`src/rtl/float_rounder.sv`:
```
// FPU back end: denormalizes tiny results, rounds by RISC-V mode, handles overflow
// and packs an IEEE-754 single plus fflags. Two-stage pipeline with a global stall.
module float_rounder (
    input  logic        clk,
    input  logic        reset,
    input  logic        valid_in,
    output logic        ready_out,
    output logic        valid_out,
    input  logic        ready_in,
    input  logic [23:0] man_in,
    input  logic [9:0]  exp_in,
    input  logic        sgn_in,
    input  logic        round_bit,
    input  logic        sticky_bit,
    input  logic        skip_round,
    input  logic        IV,
    input  logic        DZ,
    input  logic [2:0]  rm,
    output logic [31:0] result,
    output logic [4:0]  fflags
);

    typedef enum logic [2:0] {
        RM_RNE = 3'd0,
        RM_RTZ = 3'd1,
        RM_RDN = 3'd2,
        RM_RUP = 3'd3,
        RM_RMM = 3'd4
    } rm_e;

    // Reserved modes fall into the default (RNE) arm.
    function automatic logic round_inc(input logic [2:0] mode, input logic sgn,
                                       input logic lsb, input logic rnd, input logic stk);
        case (mode)
            RM_RTZ:  return 1'b0;
            RM_RDN:  return sgn & (rnd | stk);
            RM_RUP:  return ~sgn & (rnd | stk);
            RM_RMM:  return rnd;
            default: return rnd & (stk | lsb);
        endcase
    endfunction

    logic en;
    assign en        = !valid_out || ready_in;
    assign ready_out = en;

    // ---------------- Stage 1: denormalize ----------------
    logic        denorm;
    logic [10:0] shift_full;
    logic [4:0]  shift_amt;
    logic [49:0] shifted;
    logic        full_carry;
    logic [23:0] s1_man_d;
    logic [9:0]  s1_exp_d;
    logic        s1_rnd_d, s1_stk_d, s1_tiny_d;

    always_comb begin
        // NOTE: every combinational output gets a default first so no latch is inferred.
        s1_man_d   = man_in;
        s1_exp_d   = exp_in;
        s1_rnd_d   = round_bit;
        s1_stk_d   = sticky_bit;
        denorm     = !skip_round && ($signed(exp_in) <= 10'sd0);
        shift_full = 11'd1 - {exp_in[9], exp_in};
        shift_amt  = (shift_full > 11'd26) ? 5'd26 : shift_full[4:0];
        shifted    = {man_in, round_bit, 25'd0} >> shift_amt;
        if (denorm) begin
            s1_man_d = shifted[49:26];
            s1_rnd_d = shifted[25];
            s1_stk_d = sticky_bit | (|shifted[24:0]);
            s1_exp_d = 10'd0;
        end
        // Tininess is judged after rounding at full precision: exp 0 that would carry is normal.
        full_carry = (&man_in) & round_inc(rm, sgn_in, man_in[0], round_bit, sticky_bit);
        s1_tiny_d  = !skip_round && (exp_in[9] || (exp_in == 10'd0 && !full_carry));
    end

    logic        s1_valid;
    logic [23:0] s1_man;
    logic [9:0]  s1_exp;
    logic        s1_sgn, s1_rnd, s1_stk, s1_tiny, s1_skip, s1_iv, s1_dz;
    logic [2:0]  s1_rm;

    // ---------------- Stage 2: round and pack ----------------
    logic        inc, inexact, ovf, ovf_inf;
    logic [24:0] man25;
    logic [23:0] man_rnd;
    logic [10:0] exp_rnd;
    logic [31:0] result_d;
    logic [4:0]  fflags_d;

    always_comb begin
        inc     = round_inc(s1_rm, s1_sgn, s1_man[0], s1_rnd, s1_stk);
        man25   = {1'b0, s1_man} + {24'd0, inc};
        man_rnd = man25[23:0];
        exp_rnd = {s1_exp[9], s1_exp};
        if (man25[24]) begin
            man_rnd = man25[24:1];
            exp_rnd = exp_rnd + 11'd1;
        end else if (s1_exp == 10'd0 && man25[23]) begin
            exp_rnd = 11'd1;
        end
        inexact = s1_rnd | s1_stk;
        ovf     = $signed(exp_rnd) >= 11'sd255;
        case (s1_rm)
            RM_RTZ:  ovf_inf = 1'b0;
            RM_RDN:  ovf_inf = s1_sgn;
            RM_RUP:  ovf_inf = ~s1_sgn;
            default: ovf_inf = 1'b1;
        endcase

        if (s1_skip) begin
            result_d = {s1_sgn, s1_exp[7:0], s1_man[22:0]};
            fflags_d = {s1_iv, s1_dz, 3'b000};
        end else if (ovf) begin
            result_d = ovf_inf ? {s1_sgn, 8'hFF, 23'd0} : {s1_sgn, 8'hFE, 23'h7FFFFF};
            fflags_d = {s1_iv, s1_dz, 1'b1, 1'b0, 1'b1};
        end else begin
            result_d = {s1_sgn, exp_rnd[7:0], man_rnd[22:0]};
            fflags_d = {s1_iv, s1_dz, 1'b0, s1_tiny & inexact, inexact};
        end
    end

    always_ff @(posedge clk) begin
        // NOTE: sequential state uses non-blocking assignments so every register sees pre-edge values.
        if (reset) begin
            s1_valid  <= 1'b0;
            s1_man    <= '0;
            s1_exp    <= '0;
            s1_sgn    <= 1'b0;
            s1_rnd    <= 1'b0;
            s1_stk    <= 1'b0;
            s1_tiny   <= 1'b0;
            s1_skip   <= 1'b0;
            s1_iv     <= 1'b0;
            s1_dz     <= 1'b0;
            s1_rm     <= '0;
            valid_out <= 1'b0;
            result    <= '0;
            fflags    <= '0;
        end else if (en) begin
            s1_valid  <= valid_in;
            s1_man    <= s1_man_d;
            s1_exp    <= s1_exp_d;
            s1_sgn    <= sgn_in;
            s1_rnd    <= s1_rnd_d;
            s1_stk    <= s1_stk_d;
            s1_tiny   <= s1_tiny_d;
            s1_skip   <= skip_round;
            s1_iv     <= IV;
            s1_dz     <= DZ;
            s1_rm     <= rm;
            valid_out <= s1_valid;
            result    <= result_d;
            fflags    <= fflags_d;
        end
    end

endmodule
```
`config.mk`:
```
export PLATFORM = sky130hd
export DESIGN_NAME = float_rounder
export DESIGN_NICKNAME = d
export VERILOG_FILES = /design/src/rtl/float_rounder.sv
export SDC_FILE = /design/constraint.sdc
export NUM_CORES = 1
export LEC_CHECK = 0
export ABC_AREA = 1
export ABC_CLOCK_PERIOD_IN_PS = 5500
export CORE_ASPECT_RATIO = 0.6
export CORE_MARGIN = 1
export CORE_UTILIZATION = 40
export CTS_CLUSTER_DIAMETER = 200
export DETAILED_ROUTE_END_ITERATION = 7
export GPL_ROUTABILITY_DRIVEN = 1
export PLACE_DENSITY = 0.7
export SYNTH_ARGS = -nofsm -noshare
export SYNTH_HDL_FRONTEND = slang
export SYNTH_SLANG_ARGS = --single-unit
```
`constraint.sdc`:
```
create_clock -name clk -period 5.5 [get_ports clk]
set_clock_uncertainty 0.2 [all_clocks]
set_input_delay 0.55 -clock clk [delete_from_list [all_inputs] [get_ports clk]]
set_output_delay 0.55 -clock clk [all_outputs]
set_load 0.01 [all_outputs]
```
==> qor.yml <==
antenna_found_initial: 0
slew_headroom_pct: 29.0
cts_inserted_buffers: 9
clkTransAtPathRegs_ns: 0.07
sw_frac_of_total_pct: 33.2
fin_crit_ns: 4.50
numPortBuffers: 85
ys_async_sr_fraction_pct: 0
grt_pass1_wl_mm: 36.8
cts.repair.resized: 0
p_comb_share_pct: 24.4
cp.arrival_ns: 4.51
max_stage_delay_ns: 0.37
die_w_um: 166
power.switching_w: 0.000562
drt_wl_total_mm: 23.1
ys_seq_elements: 83
worst_pin_slew_ns: 1.06
clock_sink_count: 83
register_area_sq_um: 1660
final_cells: 1282
diodes: 0
synth_warnings: 0
start_util_pct: 41.7
cts_max_level: 3
synth_area_sq_um: 6490
drtPass1Iterations: 8
rows: 35
finalHoldViolCount: 0
ioPinCount: 86
status: "complete, but fails checks"
dr.first_iter.drc_count: 889
clockRootBuffer: "clkbuf_16"
final_common_cell: "nand2_1"
synth_nets: 1087
post_cts_buffers: 0
drtAntennaViolNets: 0
cp.depth: 23
min_period_over_period_pct: 81.8
ctsHoldBuffers: 0
busiest_layer: "met1"
synth_seq_area_share_pct: 25.6
reg2reg_to: "result[0]$_SDFFE_PP0P_"
maxCapViolations: 0
rrSetupSlack_ns: 1.00
grt_max_degree: 92
slew_violations: 0
avgSynthCellArea_sq_um: 6.28
gp_congestion: 0.985
core_sq_um: 15600
multi_input_area_sq_um: 4150
rsz0062_at_grt: "false"
synthFlopType: "dfxtp_1"
setup-tns-final_ns: 0
fmaxAchievable_ghz: 0.222
power_frac_seq_pct: 40.9
nNetsFinal: 1127
viasPerCell: 5.83
grt_usage_pct: 28.1
cts_tree: "done"
met3_usage_pct: 7.58
finalSetupViolCount: 0
drive_gt1_share_pct: 6.49
grt.overflow.total: 0
hpwl_mm: 17.1
reg2reg_depth: 23
power_density_nw_per_um2: 224
internal-power_w: 0.00113
violations: "design-rule violations"
synth.distinct_cells: 48
crit_type: "flop to flop"
cp-startpoint: "s1_sgn$_SDFFE_PP0P_"
power.leakage_nw: 3.16
vias: 7470
crit_family: "simple AND/OR/NAND/NOR gates"
holdCritPathClass: "flop to flop"
synth-edff-count: 0
grt_pass1_vias: 6520
post_drt_wl_per_cell_um: 18.0
clk_latency_ns: 0.35
syn_inst: 1034
critical_path_buf_inv_count: 3
worstSetupEndpointType: "flop"
required_ns: 5.51
crit_end: "result[0]$_SDFFE_PP0P_"
fp.dieH_um: 101
drc_errors: 2
fill_cells: 1635
dp_cells: 1266
clkPwrFrac_pct: 34.7
ir_worst_vdd_mv: 0.136
critPathSlowestCell: "nand2_1"
worstPathMaxFanout: 33
cp-start-kind: "flop"
die_area_sq_um: 16800
clk_path_buf_depth: 2
gr-usage-met1_pct: 42.7
rr_startpoint: "s1_sgn$_SDFFE_PP0P_"
final_cell_mix: "nand2_1, nand3_1, clkdlybuf4s50_1"
grt_use_met2_pct: 38.7
area_growth_syn_to_layout_pct: 16.6
path_cells: "xnor2_1 -> nor2_1 -> a21oi_1 -> a21oi_1 -> ha_1 -> ha_1 -> nand2_1 -> inv_1 -> nand2_2 -> nor3_4 -> nand2_1 -> inv_2 -> nand2_2 -> xor2_1 -> nor3_2 -> nand3_1 -> nand2_1 -> nand2_4 -> inv_4 -> nand2_4 -> nand3_1 -> o21ai_1 -> a21oi_1"
-- how the worst min path moves through the flow --
stage / start / endpoint / slack (ns) / cells after the start
6_report: fflags[2]$_SDFFE_PP0P_ / fflags[2]$_SDFFE_PP0P_ / 0.27 / 2
5_1_grt: fflags[1]$_SDFFE_PP0P_ / fflags[1]$_SDFFE_PP0P_ / 0.31 / 2
4_1_cts: fflags[2]$_SDFFE_PP0P_ / fflags[2]$_SDFFE_PP0P_ / 0.27 / 2
3_5_place_dp: fflags[2]$_SDFFE_PP0P_ / fflags[2]$_SDFFE_PP0P_ / 0.26 / 2
3_3_place_gp: s1_valid$_SDFFE_PP0P_ / valid_out$_SDFFE_PP0P_ / 0.25 / 2
2_1_floorplan: s1_valid$_SDFFE_PP0P_ / valid_out$_SDFFE_PP0P_ / 0.24 / 2
-- metal layers --
metal	wire length [um]	up-vias	part of all wire (%)
met5	0	-	0
met3	2770	27	12
met2	9000	405	39
met4	229	0	0.99
met1	11100	3404	48
li1	-	3634	-
-- metrics by stage --
step	power [W]	instance area, sq um	setup WS [ns]	util [%]	hold WS [ns]
floorplan	0.000945	6490	2.44	-	0.241
global placement	0.00111	7290	0.967	46.7	0.252
detailed placement	0.00111	7290	0.972	46.7	0.261
CTS	0.00169	7570	1.12	48.6	0.274
global route	0.00178	7570	0.701	48.6	0.307
finish	0.00169	7570	1.00	48.6	0.271
-- power by group through the flow --
stage / clock, W / combinational (W) / sequential, W
floorplan: 0 / 0.000241 / 0.000704
global placement: 0 / 0.000405 / 0.000705
detailed placement: 0 / 0.000405 / 0.000705
CTS: 0.000593 / 0.000407 / 0.000691
global route: 0.000622 / 0.000455 / 0.000699
finish: 0.000587 / 0.000413 / 0.000692
-- state kept, by name (all words and copies together), names as in the netlist --
register	cells
fflags	5
result	32
s1_dz	1
s1_exp	10
s1_iv	1
s1_man	24
s1_rm	3
s1_rnd	1
s1_sgn	1
s1_skip	1
s1_stk	1
s1_tiny	1
s1_valid	1
valid_out	1
-- cell type report --
type | count | share of cell area (%)
multi-input cells | 805 | 54.8
clock buffers | 9 | 2.97
clock inverters | 7 | 0.777
well taps | 203 | 3.35
inverters | 81 | 4.05
flip-flops and latches | 83 | 21.9
repair buffers | 94 | 12.1
-- logic make-up (layout without fill, tap and decap cells) --
kind of cell             count (synthesis)  after routing  share of synthesized area, %
flip-flops                              83             83                          25.6
XOR/XNOR                                25             25                          3.37
adder cells (fa/ha/maj)                  6              6                          1.16
buffers and inverters                  146            191                          10.7
AND/OR/NAND/NOR                        546            546                          39.6
AO/OA/AOI/OAI                          228            228                          19.6
-- synth_stat cells (2+ instances only) --
master | instances | area [sq um]
nand2_2 | 4 | 25.0
nor4_1 | 4 | 25.0
ha_1 | 6 | 75.1
a211oi_1 | 9 | 67.6
buf_2 | 11 | 55.1
inv_1 | 68 | 255
nor2_2 | 8 | 50.1
inv_2 | 8 | 30.0
xor2_1 | 24 | 210
nand4_1 | 39 | 244
nor2_8 | 3 | 60.1
buf_4 | 9 | 67.6
clkbuf_1 | 31 | 116
o21ai_1 | 17 | 85.1
o21ai_0 | 83 | 415
a21oi_1 | 83 | 415
nand3_2 | 6 | 60.1
a31oi_1 | 15 | 93.8
nand2_1 | 222 | 833
dfxtp_1 | 83 | 1660
nor2_1 | 75 | 282
nor3_2 | 2 | 20.0
clkbuf_4 | 2 | 15.0
buf_6 | 11 | 124
nand2_4 | 3 | 33.8
nor3_1 | 7 | 35.0
nand3_1 | 167 | 836
clkinv_1 | 4 | 15.0
a221oi_1 | 11 | 96.3
-- worst min-delay path: stages, from the launching register on --
cell     delay (ns)
dfxtp_1        0.31
nand2_1        0.06
a21oi_1        0.05
Note: power is estimated with default switching activity, not from simulation.
